$ cat src/rtl/trng_byte_arbiter.sv
// rtl/trng_byte_arbiter.sv - round-robin TRNG byte sharing with repetition and timeout health checks
//
// Shares the TRNG bit collector among N_REQ requesters. One requester at a time
// is granted and served its requested number of bytes over a valid/ready stream
// tagged with its id. A repetition-count test and a collection timeout lock the
// block in FAIL until clear_fail.
//
// Ports:
//   clk, rst          clock, synchronous active-high reset
//   req, req_len      per-requester request level and byte count (slice i = [i*LEN_W +: LEN_W])
//   grant             one-hot currently served requester
//   collector_enable  enable for the bit collector
//   byte_ready        one-cycle pulse from the collector, rand_byte valid with it
//   out_valid/out_data/out_id/out_last/out_ready  delivered byte stream
//   busy              any state other than IDLE
//   health_fail       sticky failure flag, fail_code 01 = repetition, 10 = timeout
//   clear_fail        leaves FAIL
module trng_byte_arbiter #(
  parameter int N_REQ       = 4,
  parameter int LEN_W       = 8,
  parameter int REP_LIMIT   = 4,
  parameter int TIMEOUT_CYC = 4096
) (
  input  logic                       clk,
  input  logic                       rst,
  input  logic [N_REQ-1:0]           req,
  input  logic [N_REQ*LEN_W-1:0]     req_len,
  output logic [N_REQ-1:0]           grant,
  output logic                       collector_enable,
  input  logic                       byte_ready,
  input  logic [7:0]                 rand_byte,
  output logic                       out_valid,
  output logic [7:0]                 out_data,
  output logic [$clog2(N_REQ)-1:0]   out_id,
  output logic                       out_last,
  input  logic                       out_ready,
  output logic                       busy,
  output logic                       health_fail,
  output logic [1:0]                 fail_code,
  input  logic                       clear_fail
);

  localparam int IDW   = $clog2(N_REQ);
  localparam int TMO_W = $clog2(TIMEOUT_CYC);
  localparam int REP_W = $clog2(REP_LIMIT + 1);

  typedef enum logic [1:0] {
    S_IDLE    = 2'd0,
    S_COLLECT = 2'd1,
    S_DELIVER = 2'd2,
    S_FAIL    = 2'd3
  } state_t;

  state_t             state_q, state_d;
  logic [IDW-1:0]     win_q, win_d;
  logic [IDW-1:0]     ptr_q, ptr_d;
  logic [LEN_W-1:0]   rem_q, rem_d;
  logic [7:0]         data_q, data_d;
  logic [TMO_W-1:0]   tmo_q, tmo_d;
  logic [REP_W-1:0]   rep_q, rep_d, rep_next;
  logic [7:0]         prev_q, prev_d;
  logic               prev_vld_q, prev_vld_d;
  logic [1:0]         code_q, code_d;

  logic [N_REQ-1:0]   grant_q, grant_d;
  logic               cen_q, cen_d;
  logic               ov_q, ov_d;
  logic [7:0]         od_q, od_d;
  logic [IDW-1:0]     oid_q, oid_d;
  logic               olast_q, olast_d;
  logic               busy_q, busy_d;
  logic               hf_q, hf_d;

  logic [N_REQ-1:0]   elig;
  logic               arb_found;
  logic [IDW-1:0]     arb_pick;

  // A zero-length request is never eligible, so it can never be granted.
  always_comb begin
    elig = '0;
    for (int i = 0; i < N_REQ; i++) begin
      elig[i] = req[i] && (req_len[i*LEN_W +: LEN_W] != '0);
    end
  end

  // First eligible index at or after the pointer, wrapping.
  always_comb begin
    arb_found = 1'b0;
    arb_pick  = '0;
    for (int k = 0; k < N_REQ; k++) begin
      if (!arb_found && elig[(int'(ptr_q) + k) % N_REQ]) begin
        arb_found = 1'b1;
        arb_pick  = IDW'((int'(ptr_q) + k) % N_REQ);
      end
    end
  end

  // State register plus all registered outputs.
  always_ff @(posedge clk) begin
    if (rst) begin
      state_q    <= S_IDLE;
      win_q      <= '0;
      ptr_q      <= '0;
      rem_q      <= '0;
      data_q     <= '0;
      tmo_q      <= '0;
      rep_q      <= '0;
      prev_q     <= '0;
      prev_vld_q <= 1'b0;
      code_q     <= 2'b00;
      grant_q    <= '0;
      cen_q      <= 1'b0;
      ov_q       <= 1'b0;
      od_q       <= '0;
      oid_q      <= '0;
      olast_q    <= 1'b0;
      busy_q     <= 1'b0;
      hf_q       <= 1'b0;
    end else begin
      state_q    <= state_d;
      win_q      <= win_d;
      ptr_q      <= ptr_d;
      rem_q      <= rem_d;
      data_q     <= data_d;
      tmo_q      <= tmo_d;
      rep_q      <= rep_d;
      prev_q     <= prev_d;
      prev_vld_q <= prev_vld_d;
      code_q     <= code_d;
      grant_q    <= grant_d;
      cen_q      <= cen_d;
      ov_q       <= ov_d;
      od_q       <= od_d;
      oid_q      <= oid_d;
      olast_q    <= olast_d;
      busy_q     <= busy_d;
      hf_q       <= hf_d;
    end
  end

  // Next-state and datapath logic.
  always_comb begin
    state_d    = state_q;
    win_d      = win_q;
    ptr_d      = ptr_q;
    rem_d      = rem_q;
    data_d     = data_q;
    tmo_d      = tmo_q;
    rep_d      = rep_q;
    prev_d     = prev_q;
    prev_vld_d = prev_vld_q;
    code_d     = code_q;
    rep_next   = (prev_vld_q && (rand_byte == prev_q)) ? rep_q + REP_W'(1) : REP_W'(1);

    case (state_q)
      S_IDLE: begin
        if (arb_found) begin
          state_d = S_COLLECT;
          win_d   = arb_pick;
          ptr_d   = (arb_pick == IDW'(N_REQ - 1)) ? '0 : arb_pick + IDW'(1);
          rem_d   = req_len[int'(arb_pick)*LEN_W +: LEN_W];
          tmo_d   = '0;
        end
      end
      S_COLLECT: begin
        // Abort has priority over a byte arriving in the same cycle.
        if (!req[win_q]) begin
          state_d = S_IDLE;
        end else if (byte_ready) begin
          prev_d     = rand_byte;
          prev_vld_d = 1'b1;
          rep_d      = rep_next;
          if (rep_next >= REP_W'(REP_LIMIT)) begin
            state_d = S_FAIL;
            code_d  = 2'b01;
          end else begin
            data_d  = rand_byte;
            state_d = S_DELIVER;
          end
        end else if (tmo_q == TMO_W'(TIMEOUT_CYC - 1)) begin
          state_d = S_FAIL;
          code_d  = 2'b10;
        end else begin
          tmo_d = tmo_q + TMO_W'(1);
        end
      end
      S_DELIVER: begin
        if (!req[win_q]) begin
          state_d = S_IDLE;
        end else if (ov_q && out_ready) begin
          rem_d = rem_q - LEN_W'(1);
          if (olast_q) begin
            state_d = S_IDLE;
          end else begin
            state_d = S_COLLECT;
            tmo_d   = '0;
          end
        end
      end
      S_FAIL: begin
        if (clear_fail) begin
          state_d    = S_IDLE;
          code_d     = 2'b00;
          rep_d      = '0;
          prev_vld_d = 1'b0;
        end
      end
      default: state_d = S_IDLE;
    endcase
  end

  // Output values for the next cycle, derived from the next state so that
  // every output comes straight from a flop.
  always_comb begin
    grant_d = '0;
    if (state_d == S_COLLECT || state_d == S_DELIVER) begin
      grant_d[win_d] = 1'b1;
    end
    cen_d   = (state_d == S_COLLECT);
    ov_d    = (state_d == S_DELIVER);
    od_d    = ov_d ? data_d : 8'h00;
    oid_d   = ov_d ? win_d : '0;
    olast_d = ov_d && (rem_d == LEN_W'(1));
    busy_d  = (state_d != S_IDLE);
    hf_d    = (state_d == S_FAIL);
  end

  assign grant            = grant_q;
  assign collector_enable = cen_q;
  assign out_valid        = ov_q;
  assign out_data         = od_q;
  assign out_id           = oid_q;
  assign out_last         = olast_q;
  assign busy             = busy_q;
  assign health_fail      = hf_q;
  assign fail_code        = code_q;

endmodule

$ cat config.mk
export PLATFORM = sky130hd
export DESIGN_NAME = trng_byte_arbiter
export DESIGN_NICKNAME = d
export VERILOG_FILES = /design/src/rtl/trng_byte_arbiter.sv
export SDC_FILE = /design/constraint.sdc
export NUM_CORES = 1
export LEC_CHECK = 0
export BUFFER_PORTS_ARGS = -buffer_cell sky130_fd_sc_hd__buf_4
export CORE_ASPECT_RATIO = 0.9
export CORE_MARGIN = 1.5
export CORE_UTILIZATION = 40
export DETAILED_ROUTE_END_ITERATION = 8
export GPL_TIMING_DRIVEN = 1
export SYNTH_ARGS = -nofsm -noshare
export SYNTH_HDL_FRONTEND = slang
export SYNTH_SLANG_ARGS = --single-unit
$ cat constraint.sdc
create_clock -name clk -period 3.53 [get_ports clk]
set_input_delay 0.5295 -clock clk [delete_from_list [all_inputs] [get_ports clk]]
set_output_delay 0.5295 -clock clk [all_outputs]
set_load 0.05 [all_outputs]
==> run_results.csv, run 1 <==
group,metric,value,unit
final_layout,area_growth,26.28,%
route,first_pass_iters,4,
synth,synthFlopType,"dfxtp_1",
floorplan,coreArea,8223,sq um
synth,synth-edff-count,0,
synth,synth-simple-area-share,0.2552,
timing,slew_headroom,0.4231,
synth,synth_area_per_cell,8.587,sq um
global_routing,grt_max_degree,42,
power,combPwrFrac,0.410,
timing,setup_viol_count_final,0,
synth,ys_types,65,
cts,cts_buffers,9,
power,leakage,1.904,nW
synth,synth_compound_area_frac,0.1595,
setup_path,required,3790,ps
route,ant_nets,0,
flow_run,maxCapViolCount,0,
cts,cts_buffer_depth,2,
route,drt_iter0_markers,168,
timing,whs,448.7,ps
setup_path,r2r-start,"win_q[1]",
final_layout,layout-drive-gt1-share,0.2412,
synth,ys_warn_count,0,
power,seqPwrFrac,0.328,
floorplan,rows,31,
placed_design,port_buffers,69,
timing,slew_viol_final,0,
placed_design,hpwl,6990,microns
final_layout,nets,532,
timing,setup-tns-final,0,ps
cts,root_buffer,"clkbuf_8",
final_layout,fin_cells,596,
timing,hold_viol_final,0,
global_routing,grt_pass1_wl,14960,microns
timing,fin_crit,2927,ps
floorplan,die_y,91.13,microns
setup_path,rr_worst_depth,10,
final_layout,final_cell_mix,"78 x buf_4, 67 x dfxtp_1, 61 x nor2_1",
final_layout,num_antenna_cells,0,
placed_design,place.gp.congestion,0.8988,
final_layout,fill_cells,811,
setup_path,reg2reg_slack,900,ps
worst_hold_path,hold_end,"prev_q[2]",
synth,synth-async-reset-ratio,0,
cts,clk_pin_slew_worst_paths,70,ps
floorplan,fp.dieW,100.9,microns
power,clkPwrFrac,0.262,
placed_design,placed_cells,580,
route,routed_wirelength,9226,microns
timing,fmax,341.7,MHz
power,power.internal,1.828,mW
setup_path,crit_path_end_kind,"register",
route,vias,3205,
worst_hold_path,min-delay-start,"rand_byte[2]",
cts,clock_sinks,67,
timing,fin_worst_skew,9.072,ps
power,p_sw_frac,0.3938,
synth,syn_area,3452,sq um
cts,tritoncts,"built",
floorplan,start_util,0.4198,
setup_path,worstPathArrival,3180,ps
synth,synth_seq_area_share,0.3885,
timing,rsz0062_at_grt,"no",
global_routing,antenna_found_initial,0,
synth,synth_xor_area_frac,0.05074,
final_layout,final_common_cell,"buf_4",
global_routing,grt_pass1_vias,3007,
power,p_sw,1.187,mW
setup_path,cp-start-kind,"input port",
synth,ys_ff_latch,67,
setup_path,crit_type,"input port to register",
global_routing,overflow,0,
power,p_per_area,691.6,nW/um^2
synth,syn_nets,458,
cts,post_cts_buffers,0,
cts,cts_max_level,3,
setup_path,critPathMaxFanout,6,
route,wl_per_cell,15.48,microns
synth,synthCells,402,
timing,tightest_slew,843.5,ps
cts,clk_latency,340,ps
synth,synth_fa_ha_area_frac,0.02537,
worst_hold_path,whs_path_depth,3,
cts,post_cts_resized,0,
synth,synthMuxAreaShare,0.08554,
worst_hold_path,hold_path_class,"input port to register",
route,drc_errors,0,
floorplan,ioPinCount,70,
power,design_power_total,3.015,mW
outcome,status,"finished clean",
route,viasPerCell,5.378,
cts,cts_hold_buffers,0,
global_routing,grt_use_total,0.2073,
power,ir_drop,0.3524,mV
timing,fin_crit_sh,0.8291,
setup_path,reg2reg_to,"out_last",
floorplan,die-area,9197,sq um
synth,synth_top_family_by_area,"simple AND/OR/NAND/NOR gates",
[final cells by class]
cell class                      count  area, sq um  area share
Clock buffer                       10        137.6     0.03157
Inverter                           13        48.80     0.01119
Multi-Input combinational cell    307         1989      0.4564
Sequential cell                    67         1341      0.3077
Clock inverter                      6        112.6     0.02583
Timing Repair Buffer               78        585.6      0.1343
Tap cell                          115        143.9     0.03301
[power by group through the flow]
stage / clock network (mW) / logic [mW] / registers, mW
2_1_floorplan: 0 / 0.797 / 1.06
3_3_place_gp: 0 / 1.22 / 1.00
3_5_place_dp: 0 / 1.22 / 1.01
4_1_cts: 0.812 / 1.23 / 0.988
5_1_grt: 0.837 / 1.36 / 1.01
6_report: 0.790 / 1.24 / 0.989
[synthesized netlist by cell type (6+ instances only)]
master,number,area (sq um)
dfxtp_1,67,1341
nand4_1,7,43.79
ha_1,7,87.58
a21oi_1,16,80.08
nor3_1,6,30.03
inv_1,12,45.04
nor2_1,61,229.0
mux2i_1,25,250.2
and3_1,10,62.56
nand2_1,27,101.4
nand3_1,33,165.2
o21ai_0,18,90.09
xor2_1,16,140.1
clkbuf_1,8,30.03
[state kept, by name (all words and copies together) (netlist names), 2 cells and up]
register   cells
grant          4
tmo_q         12
state_q        2
data_q         8
ptr_q          2
out_id         2
win_q          2
rem_q          8
out_data       8
fail_code      2
rep_q          3
prev_q         8
[routing by layer]
metal	part of all wire	GRT usage	vias up
li1	-	-	1599
met1	0.48	0.2891	1506
met2	0.45	0.3238	87
met3	0.052	0.04465	13
met4	0.013	0.05324	0
met5	0	0	-
[worst max-delay path by stage]
stage / to / cells past startpoint / from
3_5_place_dp: out_last / 12 / req_len[8]
3_3_place_gp: out_last / 12 / req_len[21]
5_1_grt: out_last / 12 / req_len[16]
6_report: out_last / 12 / req_len[8]
2_1_floorplan: out_last / 12 / req_len[16]
4_1_cts: out_last / 12 / req_len[8]
[stage by stage]
step | util | worst slack, ps | instance area [sq um]
detailed placement | 0.4997 | 298.1 | 4109
floorplan | - | 299.2 | 3452
global placement | 0.4997 | 307.5 | 4109
global route | 0.5301 | 395.4 | 4359
finish | 0.5301 | 603.2 | 4359
CTS | 0.5301 | 638.1 | 4359
[logic make-up after synthesis]
kind of cell    count (synthesis)
mux                            28
buf+inv                        28
simple gates                  175
flops                          67
compound gates                 77
fa+ha+maj                       7
xor+xnor                       20
[worst max-delay path, cell delays in order]
cell,delay [ps]
buf_4,110
or4_1,580
o21a_2,280
o41ai_2,370
a31oi_2,160
nand2_1,120
o221a_2,230
ha_1,220
nand2b_1,120
a41oi_2,160
o211ai_1,110
nor4_2,200
(Power assumes the default switching activity.)
==> inputs of run 2 (changes only) <==
clock period = 2.99 ns   (was 3.53 ns; I/O delays follow)
==> run 2 against run 1 <==
Setup slack got worse by 360 ps. Worst hold slack worse by 76 ps. Global-route usage hardly changed. Via count increased by 2.0%. Core utilization rose by 2.2 points. Wire length is 0.11% lower. Register-to-register slack got worse by 470 ps. Final cell count increased by 2.9%. Critical path type unchanged. Largest cell class unchanged. Largest power group unchanged.
==> run_results.csv, run 2 (synthesis gave the netlist of run 1 again) <==
group,metric,value,unit
setup_path,crit_chain,"buf_4 -> or4_1 -> o21a_2 -> o41ai_4 -> a31oi_4 -> nand2_2 -> o221a_4 -> ha_4 -> nand2b_1 -> a41oi_2 -> o211ai_1 -> nor4_2",
flow_run,maxCapViolCount,0,
floorplan,fp.dieW,100.9,microns
setup_path,reg2reg_slack,430,ps
cts,post_cts_buffers,0,
final_layout,largest-register,"tmo_q",
power,design_power_total,3.699,mW
final_layout,nets,550,
setup_path,cp-startpoint,"req_len[8]",
final_layout,largest_reg_flops,12,
route,first_pass_iters,5,
global_routing,grt_pass1_vias,3120,
route,routed_wirelength,9216,microns
global_routing,antenna_found_initial,0,
final_layout,fill_cells,777,
setup_path,path_depth,12,
placed_design,post_dp_cell_area,4303,sq um
floorplan,die-area,9197,sq um
floorplan,start_util,0.4198,
setup_path,r2r-start,"win_q[1]",
final_layout,area_growth,31.57,%
setup_path,crit_buf_inv,1,
timing,whs,372.8,ps
timing,setup_viol_count_final,0,
setup_path,required,3230,ps
setup_path,cp_slowest_cell,"or4_1",
setup_path,cp-start-kind,"input port",
route,vias,3269,
placed_design,hpwl,7005,microns
cts,clk_pin_slew_worst_paths,70,ps
final_layout,final_cell_mix,"96 x buf_4, 67 x dfxtp_1, 61 x nor2_1",
route,viasPerCell,5.333,
global_routing,grt_max_degree,42,
cts,cts_buffers,9,
cts,cts_hold_buffers,0,
setup_path,crit_type,"input port to register",
power,p_per_area,814.3,nW/um^2
route,ant_nets,0,
timing,fin_crit_sh,0.9176,
floorplan,coreArea,8223,sq um
setup_path,reg2reg_to,"out_last",
timing,hold_viol_final,0,
final_layout,fin_util,0.5523,
cts,cts_max_level,3,
outcome,status,"finished clean",
worst_hold_path,hold_path_class,"input port to register",
final_layout,fin_cells,613,
global_routing,overflow,0,
final_layout,layout-drive-gt1-share,0.2771,
timing,fin_worst_skew,9.023,ps
cts,clock_sinks,67,
cts,clk_latency,340,ps
setup_path,rr_worst_depth,10,
route,drt_iter0_markers,204,
cts,post_cts_resized,0,
route,drc_errors,0,
floorplan,die_y,91.13,microns
placed_design,port_buffers,69,
setup_path,crit_path_end_kind,"register",
timing,slew_viol_final,0,
power,ir_drop,0.4115,mV
timing,slew_headroom,0.6965,
floorplan,ioPinCount,70,
timing,fin_crit,2744,ps
global_routing,grt_pass1_wl,15040,microns
cts,root_buffer,"clkbuf_8",
final_layout,design_area,4542,sq um
floorplan,rows,31,
cts,tritoncts,"built",
global_routing,grt_use_total,0.2074,
power,leakage,1.994,nW
timing,rsz0062_at_grt,"no",
setup_path,critPathCapture,"out_last",
timing,tightest_slew,455.2,ps
placed_design,placed_cells,598,
timing,fmax,364.5,MHz
final_layout,final_common_cell,"buf_4",
placed_design,place.gp.congestion,0.9663,
setup_path,cp_top_family,"compound AO/OA/AOI/OAI gates",
setup_path,cpPeakStageDelay,580,ps
setup_path,critPathMaxFanout,6,
cts,cts_buffer_depth,2,
route,wl_per_cell,15.03,microns
setup_path,worstPathArrival,2990,ps
final_layout,num_antenna_cells,0,
-- run 2: cell types whose count changed in the layout (fill, tap and decap cells not counted), sizes merged --
cell,delta
buf,+18
clkbuf,-1
clkinv,-1
clkinvlp,+1
-- run 2: per-layer routing --
metal | wire (microns) | part of all wire | global-route usage | up-vias
li1 | - | - | - | 1636
met1 | 4492 | 0.49 | 0.2946 | 1533
met2 | 4151 | 0.45 | 0.3170 | 91
met3 | 475 | 0.052 | 0.03926 | 9
met4 | 96 | 0.010 | 0.06250 | 0
met5 | 0 | 0 | 0 | -
-- run 2: layout make-up --
type	instances	area, sq um	area share
multi-input cells	307	2048	0.4510
flip-flops and latches	67	1341	0.2953
repair buffers	96	720.7	0.1587
well taps	115	143.9	0.03168
clock buffers	9	123.9	0.02727
clock inverters	6	115.1	0.02534
inverters	13	48.80	0.01074
-- run 2: worst min-delay path by stage --
stage               slack, ps          from          to  cells after the start
floorplan                 440    prev_vld_q  prev_vld_q                      2
global placement          440    prev_vld_q  prev_vld_q                      2
detailed placement        450    prev_vld_q  prev_vld_q                      2
CTS                       370  rand_byte[0]   prev_q[0]                      3
global route              390  rand_byte[0]   prev_q[0]                      3
finish                    370  rand_byte[0]   prev_q[0]                      3
-- run 2: power breakdown --
| part | leakage [nW] | total, mW | internal, mW | switching, mW |
|---|---|---|---|---|
| logic | 1.33 | 1.64 | 0.679 | 0.956 |
| clock network | 0.115 | 0.895 | 0.552 | 0.343 |
| registers | 0.545 | 1.17 | 1.04 | 0.129 |
| total | 1.99 | 3.70 | 2.27 | 1.43 |
-- run 2: metrics by stage --
step	setup TNS (ps)	worst slack (ps)
after floorplan	0	17.98
after detailed placement	-92.19	-92.19
final	0	246.2
after CTS	0	255.6
after global placement	-2.558	-2.558
after global routing	0	155.7
-- run 2: worst reg2reg max path: cells and delay by family, from the launching register on --
kind	cells	cell delay, ps
compound gates	4	610
fa+ha+maj	1	140
simple gates	4	680
mux	1	640
flops	1	400
==> inputs of run 3 (changes only) <==
CORE_MARGIN = 10   (was 1.5)
CORE_UTILIZATION = 55   (was 40)
PLACE_DENSITY = 0.8   (was unset)
==> run 3 against run 2 <==
Count of clock-buffer cells in the layout is the same. Worst hold slack lost 9.3 ps. Cell area shrank 2.2%. Largest power group unchanged. Highest routed layer unchanged.
==> run_results.csv, run 3 (synthesis gave the netlist of run 1 again) <==
group,metric,value,unit
outcome,status,"finished clean",
timing,fin_crit,2737,ps
global_routing,grt_pass1_wl,16190,microns
floorplan,die-area,9850,sq um
cts,post_cts_buffers,0,
placed_design,placed_cells,564,
timing,slew_headroom,0.5085,
route,vias,3354,
setup_path,crit_type,"input port to register",
final_layout,area_growth,28.67,%
cts,cts_hold_buffers,0,
final_layout,largest_reg_flops,12,
placed_design,port_buffers,69,
timing,tightest_slew,718.7,ps
global_routing,antenna_found_initial,0,
setup_path,required,3250,ps
floorplan,die_y,95.16,microns
route,ant_nets,0,
timing,slew_viol_final,0,
setup_path,cp-start-kind,"input port",
floorplan,coreArea,6115,sq um
final_layout,multiInputGateArea,2048,sq um
timing,fmax,365.3,MHz
final_layout,largest-register,"tmo_q",
cts,tritoncts,"built",
route,wl_per_cell,16.94,microns
worst_hold_path,min-delay-start,"rand_byte[1]",
worst_hold_path,hold_path_class,"input port to register",
route,met3WireLength,667,microns
power,p_per_area,802.9,nW/um^2
final_layout,nets,544,
global_routing,overflow,0,
final_layout,fin_cells,580,
cts,cts_max_level,3,
setup_path,r2r-start,"win_q[1]",
route,routed_wirelength,9826,microns
global_routing,grt_pass1_vias,3302,
route,first_pass_iters,5,
final_layout,final_cell_mix,"89 x buf_4, 67 x dfxtp_1, 61 x nor2_1",
route,viasPerCell,5.783,
cts,clk_pin_slew_worst_paths,80,ps
route,highest_layer,"met4",
final_layout,layout-drive-gt1-share,0.2698,
final_layout,seqCellArea,1341,sq um
cts,cts_buffers,9,
global_routing,grt_use_total,0.1982,
final_layout,fin_util,0.7264,
route,drt_iter0_markers,236,
setup_path,critPathMaxFanout,4,
setup_path,worstPathArrival,3000,ps
final_layout,num_antenna_cells,0,
timing,whs,363.4,ps
cts,clock_sinks,67,
route,drc_errors,0,
floorplan,rows,27,
final_layout,fill_cells,470,
cts,clk_latency,350,ps
final_layout,final_common_cell,"buf_4",
route,wl_met1,4343,microns
floorplan,fp.dieW,103.5,microns
cts,post_cts_resized,0,
global_routing,grt_max_degree,42,
floorplan,ioPinCount,70,
cts,root_buffer,"clkbuf_8",
timing,hold_viol_final,0,
timing,setup_viol_count_final,0,
route,wl_met2,4602,microns
timing,fin_worst_skew,10.30,ps
setup_path,cp-startpoint,"req_len[8]",
power,leakage,1.952,nW
timing,rsz0062_at_grt,"no",
cts,cts_buffer_depth,2,
flow_run,maxCapViolCount,0,
power,ir_drop,0.5963,mV
placed_design,hpwl,7487,microns
setup_path,crit_path_end_kind,"register",
floorplan,start_util,0.5646,
placed_design,place.gp.congestion,0.9684,
timing,fin_crit_sh,0.9155,
## run 3: report_power, final
| part | leakage [nW] | switching [mW] | internal (mW) |
|---|---|---|---|
| registers | 0.545 | 0.137 | 1.04 |
| clock network | 0.0988 | 0.386 | 0.399 |
| logic | 1.31 | 0.963 | 0.643 |
## run 3: worst paths after layout
check,endpoint,slack [ps],cells past startpoint
setup / recovery,out_last,250,12
hold / removal,prev_q[1],360,3
setup reg to reg,out_last,400,10
hold reg to reg,prev_vld_q,460,2
## run 3: critical path, cell delays in order
cell,delay (ps)
buf_4,110
or4_1,580
o21a_2,270
o41ai_4,380
a31oi_4,150
nand2_2,100
o221a_4,200
ha_4,130
nand2b_1,100
a41oi_2,170
o211ai_1,140
nor4_2,230
## run 3: cell type report
class                           count  area share
Clock buffer                        9     0.02789
Timing Repair Buffer               90      0.1549
Clock inverter                      7     0.01859
Inverter                           13     0.01099
Multi-Input combinational cell    307      0.4611
Sequential cell                    67      0.3020
Tap cell                           87     0.02451
## run 3: routing by layer
| metal | vias up | GRT usage |
|---|---|---|
| li1 | 1622 | - |
| met1 | 1553 | 0.2442 |
| met2 | 152 | 0.3281 |
| met3 | 27 | 0.05260 |
| met4 | 0 | 0.07512 |
| met5 | - | 0 |
## run 3: through the flow
step | setup slack (ps) | setup TNS (ps) | area [sq um] | power [mW]
finish | 252.6 | 0 | 4442 | 3.566
global route | 149.5 | 0 | 4442 | 3.787
CTS | 282.9 | 0 | 4442 | 3.549
detailed placement | -84.01 | -84.01 | 4235 | 2.753
global placement | 15.78 | 0 | 4235 | 2.724
floorplan | 17.98 | 0 | 3521 | 2.249
